**config.mk**
```make
export PLATFORM = sky130hd
export DESIGN_NAME = two_of_five_scan_display
export DESIGN_NICKNAME = d
export VERILOG_FILES = /design/src/rtl/two_of_five_pkg.sv /design/src/rtl/two_of_five_seg_decoder.sv /design/src/rtl/two_of_five_scan_display.sv
export SDC_FILE = /design/constraint.sdc
export NUM_CORES = 1
export LEC_CHECK = 0
export ABC_CLOCK_PERIOD_IN_PS = 5000
export BUFFER_PORTS_ARGS = -buffer_cell sky130_fd_sc_hd__buf_2
export CORE_UTILIZATION = 58
export CTS_CLUSTER_SIZE = 40
export DETAILED_ROUTE_END_ITERATION = 10
export PLACE_DENSITY_LB_ADDON = 0.08
export SYNTH_ARGS = -nofsm -noshare
export SYNTH_HDL_FRONTEND = slang
export SYNTH_SLANG_ARGS = --single-unit
```
**constraint.sdc**
```tcl
create_clock -name clk -period 5 [get_ports clk]
set_input_delay 0.75 -clock clk [delete_from_list [all_inputs] [get_ports clk]]
set_output_delay 0.75 -clock clk [all_outputs]
set_load 0.03 [all_outputs]
```
**src/rtl/two_of_five_pkg.sv**
```systemverilog
// two_of_five_pkg: 2-of-5 code type, digit code table and 7-segment patterns {g,f,e,d,c,b,a}
package two_of_five_pkg;
   typedef logic [4:0] code_t;
   localparam logic [6:0] SEG_0    = 7'b0111111;
   localparam logic [6:0] SEG_1    = 7'b0000110;
   localparam logic [6:0] SEG_2    = 7'b1011011;
   localparam logic [6:0] SEG_3    = 7'b1001111;
   localparam logic [6:0] SEG_4    = 7'b1100110;
   localparam logic [6:0] SEG_5    = 7'b1101101;
   localparam logic [6:0] SEG_6    = 7'b1111101;
   localparam logic [6:0] SEG_7    = 7'b0000111;
   localparam logic [6:0] SEG_8    = 7'b1111111;
   localparam logic [6:0] SEG_9    = 7'b1101111;
   localparam logic [6:0] SEG_DASH = 7'b1000000;
   localparam logic [6:0] SEG_OFF  = 7'b0000000;
   // entry i is the code of decimal digit i (weights 7,4,2,1,0)
   localparam logic [9:0][4:0] CODE_TABLE = {
      5'b10100, 5'b10010, 5'b10001, 5'b01100, 5'b01010,
      5'b01001, 5'b00110, 5'b00101, 5'b00011, 5'b11000};
   localparam logic [9:0][6:0] SEG_TABLE = {
      SEG_9, SEG_8, SEG_7, SEG_6, SEG_5, SEG_4, SEG_3, SEG_2, SEG_1, SEG_0};
   function automatic logic code_valid(code_t c);
      code_valid = 1'b0;
      for (int i = 0; i < 10; i++) code_valid = code_valid | (c == CODE_TABLE[i]);
   endfunction
endpackage

```
**src/rtl/two_of_five_seg_decoder.sv**
```systemverilog
// two_of_five_seg_decoder: 2-of-5 code to active-high segment pattern; invalid codes give SEG_OFF, valid=0
module two_of_five_seg_decoder
   import two_of_five_pkg::*;
(
   input  code_t      code,
   output logic [6:0] pattern,
   output logic       valid
);
   // table lookup over the ten legal codes
   always_comb begin
      pattern = SEG_OFF;
      valid = 1'b0;
      for (int i = 0; i < 10; i++) begin
         if (code == CODE_TABLE[i]) begin
            pattern = SEG_TABLE[i];
            valid = 1'b1;
         end
      end
   end
endmodule

```
**src/rtl/two_of_five_scan_display.sv**
```systemverilog
// two_of_five_scan_display: multiplexed N-digit 2-of-5 display scanner; TWO_OF_FIVE_ERR_BLINK_EN adds error-digit blinking
module two_of_five_scan_display
   import two_of_five_pkg::*;
#(
   parameter int DIGITS         = 4,
   parameter int PRESCALE       = 50000,
   parameter int BLANK_CYCLES   = 2,
   parameter int SEG_ACTIVE_LOW = 1,
   parameter int DIG_ACTIVE_LOW = 1
) (
   input  logic                  clk,
   input  logic                  reset,
   input  logic                  enable,
   input  logic                  load,
   input  logic [5*DIGITS-1:0]   code_in,
   output logic [6:0]            seg,
   output logic [DIGITS-1:0]     dig_sel,
   output logic [DIGITS-1:0]     err
);
   localparam int PW = $clog2(PRESCALE);
   localparam int IW = DIGITS > 1 ? $clog2(DIGITS) : 1;
   localparam logic [6:0] SEG_IDLE = SEG_ACTIVE_LOW != 0 ? 7'h7f : 7'h00;
   localparam logic [DIGITS-1:0] DIG_IDLE = DIG_ACTIVE_LOW != 0 ? {DIGITS{1'b1}} : {DIGITS{1'b0}};

   if (DIGITS < 1 || DIGITS > 8 || PRESCALE < 2 || BLANK_CYCLES < 0 || BLANK_CYCLES >= PRESCALE) begin : g_bad_param
      $error("two_of_five_scan_display: parameter out of range");
   end

   code_t [DIGITS-1:0] shadow_q, shadow_d;
   logic [PW-1:0]      pcnt_q, pcnt_d;
   logic [IW-1:0]      idx_q, idx_d;
   logic [DIGITS-1:0]  err_q, err_d, dig_q, dig_d;
   logic [6:0]         seg_q, seg_d, pat;
   logic               cur_ok, tick, last;
`ifdef TWO_OF_FIVE_ERR_BLINK_EN
   logic [3:0]         frame_q, frame_d;
   logic               blink_q, blink_d;
`endif

   two_of_five_seg_decoder u_dec (.code(shadow_q[idx_q]), .pattern(pat), .valid(cur_ok));

   // next-state: capture, scan counters, error flags and polarity-adjusted outputs
   always_comb begin
      tick = pcnt_q == PW'(PRESCALE - 1);
      last = idx_q == IW'(DIGITS - 1);
      shadow_d = load ? code_in : shadow_q;
      pcnt_d = (!enable || tick) ? '0 : pcnt_q + 1'b1;
      idx_d = (!enable || (tick && last)) ? '0 : tick ? idx_q + 1'b1 : idx_q;
      for (int k = 0; k < DIGITS; k++) err_d[k] = !code_valid(shadow_q[k]);
`ifdef TWO_OF_FIVE_ERR_BLINK_EN
      frame_d = !enable ? 4'd0 : (tick && last) ? frame_q + 4'd1 : frame_q;
      blink_d = !enable ? 1'b0 : (tick && last && frame_q == 4'hf) ? !blink_q : blink_q;
      seg_d = (!enable ? SEG_OFF : cur_ok ? pat : blink_q ? SEG_OFF : SEG_DASH) ^ SEG_IDLE;
`else
      seg_d = (!enable ? SEG_OFF : cur_ok ? pat : SEG_DASH) ^ SEG_IDLE;
`endif
      dig_d = ((enable && pcnt_q >= PW'(BLANK_CYCLES)) ? DIGITS'(1) << idx_q : '0) ^ DIG_IDLE;
   end

   // state and registered outputs; reset shows all-zero digits with the display dark
   always_ff @(posedge clk or posedge reset) begin
      if (reset) begin
         shadow_q <= {DIGITS{5'b11000}};
         pcnt_q <= '0;
         idx_q <= '0;
         err_q <= '0;
         seg_q <= SEG_IDLE;
         dig_q <= DIG_IDLE;
      end else begin
         shadow_q <= shadow_d;
         pcnt_q <= pcnt_d;
         idx_q <= idx_d;
         err_q <= err_d;
         seg_q <= seg_d;
         dig_q <= dig_d;
      end
   end

`ifdef TWO_OF_FIVE_ERR_BLINK_EN
   // frame counter toggling the blink phase every 16 complete frames
   always_ff @(posedge clk or posedge reset) begin
      if (reset) begin
         frame_q <= 4'd0;
         blink_q <= 1'b0;
      end else begin
         frame_q <= frame_d;
         blink_q <= blink_d;
      end
   end
`endif

   assign seg = seg_q;
   assign dig_sel = dig_q;
   assign err = err_q;
endmodule

```
## Word-level counts from Yosys, hierarchy flattened

Index checks and enable logic that the tools add are counted.

| storage, ports and cells | value |
|---|---|
| word-level logic and storage cells | 142 |
| register bits after elaboration | 53 |

| cells by class | value |
|---|---|
| equality and inequality tests | 52 |
| bitwise gates (word level) | 38 |
| add/sub/neg operators | 2 |
| reductions and logical operators | 10 |
| shifts and indexed selects | 1 |
| muxes and demuxes | 28 |
| magnitude comparators | 2 |

Operator list:

| kind | count |
|---|---|
| $eq 5x5->1 const B | 20 |
| $eq 5x4->1 const B | 15 |
| $mux 7 | 10 |
| $eq 5x3->1 const B | 10 |
| $or 1x1->1 | 36 |
| $eq 5x2->1 const B | 5 |
| $add 16x1->16 const B | 1 |
| $eq 16x16->1 const B | 1 |
| $ge 16x2->1 const B | 1 |
| $mux 16 | 1 |
| $mux 6 | 2 |
| $bmux 5 s2 | 1 |
| $mux 1 | 10 |
| $not 7->7 | 1 |
| $logic_not 1->1 | 5 |
| $mux 5 | 1 |
| $mux 2 | 2 |
| $mux 4 | 1 |
| $not 4->4 | 1 |
| $shl 1x2->4 const A | 1 |
| $lt 2x3->1 const B | 1 |
| $add 2x1->2 const B | 1 |
| $eq 2x2->1 const B | 1 |
| $logic_and 1x1->1 | 2 |
| 2 further kinds | 3 |

## Logic depth before layout (Yosys ltp)

| logic depth | value |
|---|---|
| depth in word-level cells | 16 |
| mapped depth | 6 |
| depth with buffers taken out | 6 |

## Modules after synthesis

From an unflattened synthesis, not the netlist that was laid out.

| second synthesis, totals | value |
|---|---|
| cells, all modules | 281 |
| area total of the unflattened synthesis | 2969.1 µm² |

By module, submodules not included:

| module | sequential area each (µm²) | cells each | times used | area each (µm²) |
|---|---|---|---|---|
| two_of_five_scan_display | 1350.0 | 223 | 1 | 2555.0 |
| two_of_five_seg_decoder | 0.0 | 58 | 1 | 414.1 |

## Worst setup path after synthesis

OpenSTA, ideal clock, no wires.

| timing path | value |
|---|---|
| path kind | reg-to-reg |
| from | register idx_q[0] |
| to | register seg_q[1] (netlist: seg[1]) |
| clock period less this slack | 1849 ps |
| data arrival time | 1764 ps |
| setup time | 85 ps |
| cell stages (with the launch flop) | 7 |
| slack | 3151 ps |
| cell sequence | dfrtp_1 buf_6 mux4_2 buf_2 xnor2_1 a221oi_1 o21ai_1 |

| on the way | value |
|---|---|
| longest elaborated chain between the ends | 16 |

Ends and longest elaborated chain:

| element | RTL line | text |
|---|---|---|
| from (decl) | two_of_five_scan_display.sv:31 | `logic [IW-1:0] idx_q, idx_d;` |
| from (signal assigned) | two_of_five_scan_display.sv:72 | `idx_q <= idx_d;` |
| $bmux 5 s2 * | two_of_five_scan_display.sv:40 | `two_of_five_seg_decoder u_dec (.code(shadow_q[idx_q]), .pattern(pat), .valid(cur_ok));` |
| $mux 5 (not written as such) * | two_of_five_scan_display.sv:40 |  |
| $eq 5x5->1 | two_of_five_seg_decoder.sv:14 | `if (code == CODE_TABLE[i]) begin` |
| $mux 6 or $mux 1 (tied branches) (2 in series) | two_of_five_seg_decoder.sv:14 |  |
| $mux 7 or $mux 1 (tied branches) (8 in series) | two_of_five_seg_decoder.sv:14 |  |
| $mux 7 * (2 in series) | two_of_five_scan_display.sv:55 | `seg_d = (!enable ? SEG_OFF : cur_ok ? pat : SEG_DASH) ^ SEG_IDLE;` |
| $not 7->7 (no line) * | n/a |  |
| via seg_d[1] | two_of_five_scan_display.sv:33 | `logic [6:0] seg_q, seg_d, pat;` |
| to (signal assigned) | two_of_five_scan_display.sv:74 | `seg_q <= seg_d;` |
| to (decl) | two_of_five_scan_display.sv:33 |  |

Mark *: on every way through the listed nets, which the timed path passes. The rest lies on a longest branch. The select of a mux whose other input is x is not followed.
A chain may end at the register's enable or synchronous reset.

## Final worst setup path

| timing path | value |
|---|---|
| from | register pcnt_q[12] |
| to | register pcnt_q[4] |

| on the way | value |
|---|---|
| longest elaborated chain between the ends | 3 |

Ends and longest elaborated chain:

| element | RTL line | text |
|---|---|---|
| from (decl) | two_of_five_scan_display.sv:30 | `logic [PW-1:0] pcnt_q, pcnt_d;` |
| from (signal assigned) | two_of_five_scan_display.sv:71 | `pcnt_q <= pcnt_d;` |
| $eq 16x16->1 | two_of_five_scan_display.sv:44 | `tick = pcnt_q == PW'(PRESCALE - 1);` |
| $logic_or 1x1->1 | two_of_five_scan_display.sv:47 | `pcnt_d = (!enable \|\| tick) ? '0 : pcnt_q + 1'b1;` |
| $mux 16 | two_of_five_scan_display.sv:47 |  |
| via pcnt_d[4] | two_of_five_scan_display.sv:30 |  |

The timed path passes the listed nets, and every way through them passes these cells.

==> results_dict.tcl <==
set metrics [dict create \
    final_nets 329 \
    cts-root-buf "clkbuf_8" \
    antenna_found_initial 0 \
    slew_headroom_pct 32.1 \
    cp_max_fo 15 \
    synth_enable_flop_cells 0 \
    cts_buffers 5 \
    post_cts_buffers 0 \
    cts_buffer_depth 2 \
    via_count 2115 \
    grt_overflow 0 \
    rows 25 \
    worstHoldStart "pcnt_q[0]$_DFF_PP0_" \
    syn_avg_cell_area_um2 10.9 \
    ff2ff_setup_slack_ns 2.78 \
    synth-seq-area-share_pct 47.2 \
    hold_viol_final 0 \
    synth_warnings 0 \
    netlist_area_mm2 0.00286 \
    setup_ws_ns 2.78 \
    fmax_mhz 451 \
    fp.dieH_um 72.2 \
    htree_num_levels 2 \
    die_area_mm2 0.00522 \
    status "finished clean" \
    first_global_vias 1975 \
    worstPathArrival_ns 2.36 \
    r2r-start "pcnt_q[12]$_DFF_PP0_" \
    vias_per_cell 5.76 \
    async_reset_ff_share_pct 100 \
    cts_resized 0 \
    core_mm2 0.00472 \
    portBuffers 38 \
    fin_crit_sh_pct 44.3 \
    path_delay_family "compound AO/OA/AOI/OAI gates" \
    remaining_drc_errors 0 \
    rr_endpoint "pcnt_q[4]$_DFF_PP0_" \
    post_dp_cell_area_mm2 0.00309 \
    leakagePower_nw 1.27 \
    synth_ff_type "dfrtp_1" \
    pre_cts_ws_ns 2.74 \
    worst_hold_path.endpoint "pcnt_q[0]$_DFF_PP0_" \
    r2r_cells 4 \
    cts_tree "done" \
    synth_area_leaders "dfrtp_1, dfstp_2, mux2_2" \
    syn_inst 262 \
    max_cap_viol_count 0 \
    post-route-min-period_ns 2.22 \
    stdcell_area_mm2 0.00319 \
    min_path_type "register to register" \
    syn_to_final_growth_pct 11.5 \
    clock_sinks 53 \
    routabilityCongestion 0.797 \
    required_ns 5.14 \
    finalSetupViolations 0 \
    synth-seq-cells 53 \
    synth_nets 292 \
    grt_max_degree 54 \
    path_buf_inv 0 \
    drive_gt1_share_pct 32.7 \
    fillCellCount 387 \
    worstSetupEndpointType "register" \
    drtPass1Iterations 4 \
    synth_top_area_share_pct 29.7 \
    placed_cells_incl_taps 359 \
    rsz0062_at_grt "false" \
    start_util_pct 60.6 \
    clock_latency_ns 0.30 \
    drtAntennaViolNets 0 \
    start_kind "register" \
    die_x_um 72.2 \
    finalNonFillerCells 367 \
    drt_iter0_drc 94 \
    grt_usage_pct 22.6 \
    fin_util_pct 67.5 \
    power_density_mw_per_mm2 297 \
    crit_path_cell_trace "nor4_1 > nand4_1 > o21ai_1 > nor2_1" \
    fin_tns_setup_ns 0 \
    place_hpwl_mm 3.79 \
    worst-setup-path-type "register to register" \
    vdd_drop_max_v 0.000165 \
    slew_violations 0 \
    grt_pass1_wl_mm 9.08 \
    cts.clk_slew.worst_paths_ns 0.09 \
    holdBufCountCts 0 \
    routed_wl_mm 5.24 \
    tightest_slew_ns 1.01 \
    worstHoldPathCells 1 \
    synth_cell_type_count 47 \
    wl_per_cell_um 14.3 \
    num_antenna_cells 0 \
    slowest_stage "o21ai_1" \
    skew_ns 0.00738 \
    slowest_delay_ns 0.83 \
    ioPinCount 39 \
    synth_top_area_cell "dfrtp_1" \
]
==> cell usage in the layout, fill, tap and decap left out, types with 5 or more instances in the layout <==
cell type   n
a21oi_1    14
buf_2      38
clkbuf_8    7
dfrtp_1    34
dfstp_2    19
ha_1        6
inv_1       8
mux2_2     20
mux4_2      5
nand2_1    17
nand2b_1    7
nand3_1     9
nor2_1     17
nor4_1      5
o21ai_0    11
or3_1       5
xnor2_1     9
xor2_1      9
==> per-stage QoR <==
step                      hold WS, ns  total power, W
after CTS                       0.510        0.000959
after global routing            0.546        0.000994
final                           0.504        0.000948
after floorplan                 0.467        0.000652
after detailed placement        0.494        0.000699
after global placement          0.487        0.000695
==> worst max path at each step <==
| stage | end | slack (ns) | cells after the start | startpoint |
|---|---|---|---|---|
| 4_1_cts | pcnt_q[4]$_DFF_PP0_ | 2.74 | 4 | pcnt_q[12]$_DFF_PP0_ |
| 2_1_floorplan | err[0]$_DFF_PP0_ | 3.00 | 1 | reset |
| 3_5_place_dp | pcnt_q[4]$_DFF_PP0_ | 2.74 | 4 | pcnt_q[12]$_DFF_PP0_ |
| 3_3_place_gp | pcnt_q[11]$_DFF_PP0_ | 2.82 | 4 | pcnt_q[12]$_DFF_PP0_ |
| 5_1_grt | pcnt_q[8]$_DFF_PP0_ | 2.42 | 4 | pcnt_q[12]$_DFF_PP0_ |
| 6_report | pcnt_q[4]$_DFF_PP0_ | 2.78 | 4 | pcnt_q[12]$_DFF_PP0_ |
==> layout make-up <==
| class | count | area, um^2 | share of cell area (%) |
|---|---|---|---|
| Timing Repair Buffer | 39 | 198 | 6.20 |
| Multi-Input combinational cell | 191 | 1420 | 44.6 |
| Tap cell | 67 | 83.8 | 2.63 |
| Inverter | 9 | 33.8 | 1.06 |
| Clock buffer | 7 | 96.3 | 3.02 |
| Clock inverter | 1 | 5.00 | 0.157 |
| Sequential cell | 53 | 1350 | 42.3 |
==> cell usage after synthesis, types with 5 or more instances <==
| cell type | count |
|---|---|
| a21oi_1 | 14 |
| buf_2 | 5 |
| dfrtp_1 | 34 |
| dfstp_2 | 19 |
| ha_1 | 6 |
| inv_1 | 9 |
| mux2_2 | 20 |
| mux4_2 | 5 |
| nand2_1 | 17 |
| nand2b_1 | 7 |
| nand3_1 | 9 |
| nor2_1 | 17 |
| nor4_1 | 5 |
| o21ai_0 | 11 |
| or3_1 | 5 |
| xnor2_1 | 9 |
| xor2_1 | 9 |
==> sequential cells by signal, summed over array words and instances (netlist names) <==
signal,cells
shadow_q,20
pcnt_q,16
seg,7
dig_sel,4
err,4
idx_q,2
==> logic make-up (layout without fill, tap and decap cells) <==
| logic type | count (synthesis) | count (layout) | share of synthesized area (%) |
|---|---|---|---|
| AND/OR/NAND/NOR | 90 | 90 | 17.9 |
| flip-flops | 53 | 53 | 47.2 |
| AO/OA/AOI/OAI | 51 | 51 | 11.3 |
| multiplexers | 25 | 25 | 11.8 |
| XOR/XNOR | 19 | 19 | 6.08 |
| buffers and inverters | 18 | 56 | 3.10 |
| adder cells (fa/ha/maj) | 6 | 6 | 2.62 |
==> power by group <==
group	internal (W)	switching, W
Sequential	0.000471	0.0000292
Combinational	0.0000799	0.000110
Clock	0.000125	0.000132
==> per-layer routing <==
metal | vias up | share of wire [%] | GRT usage (%)
met5 | - | 0 | 0
li1 | 1035 | - | -
met3 | 6 | 3.6 | 4.17
met2 | 43 | 48 | 36.8
met4 | 0 | 1.3 | 6.54
met1 | 1031 | 47 | 31.3
Note: power is estimated with default switching activity, not from simulation.
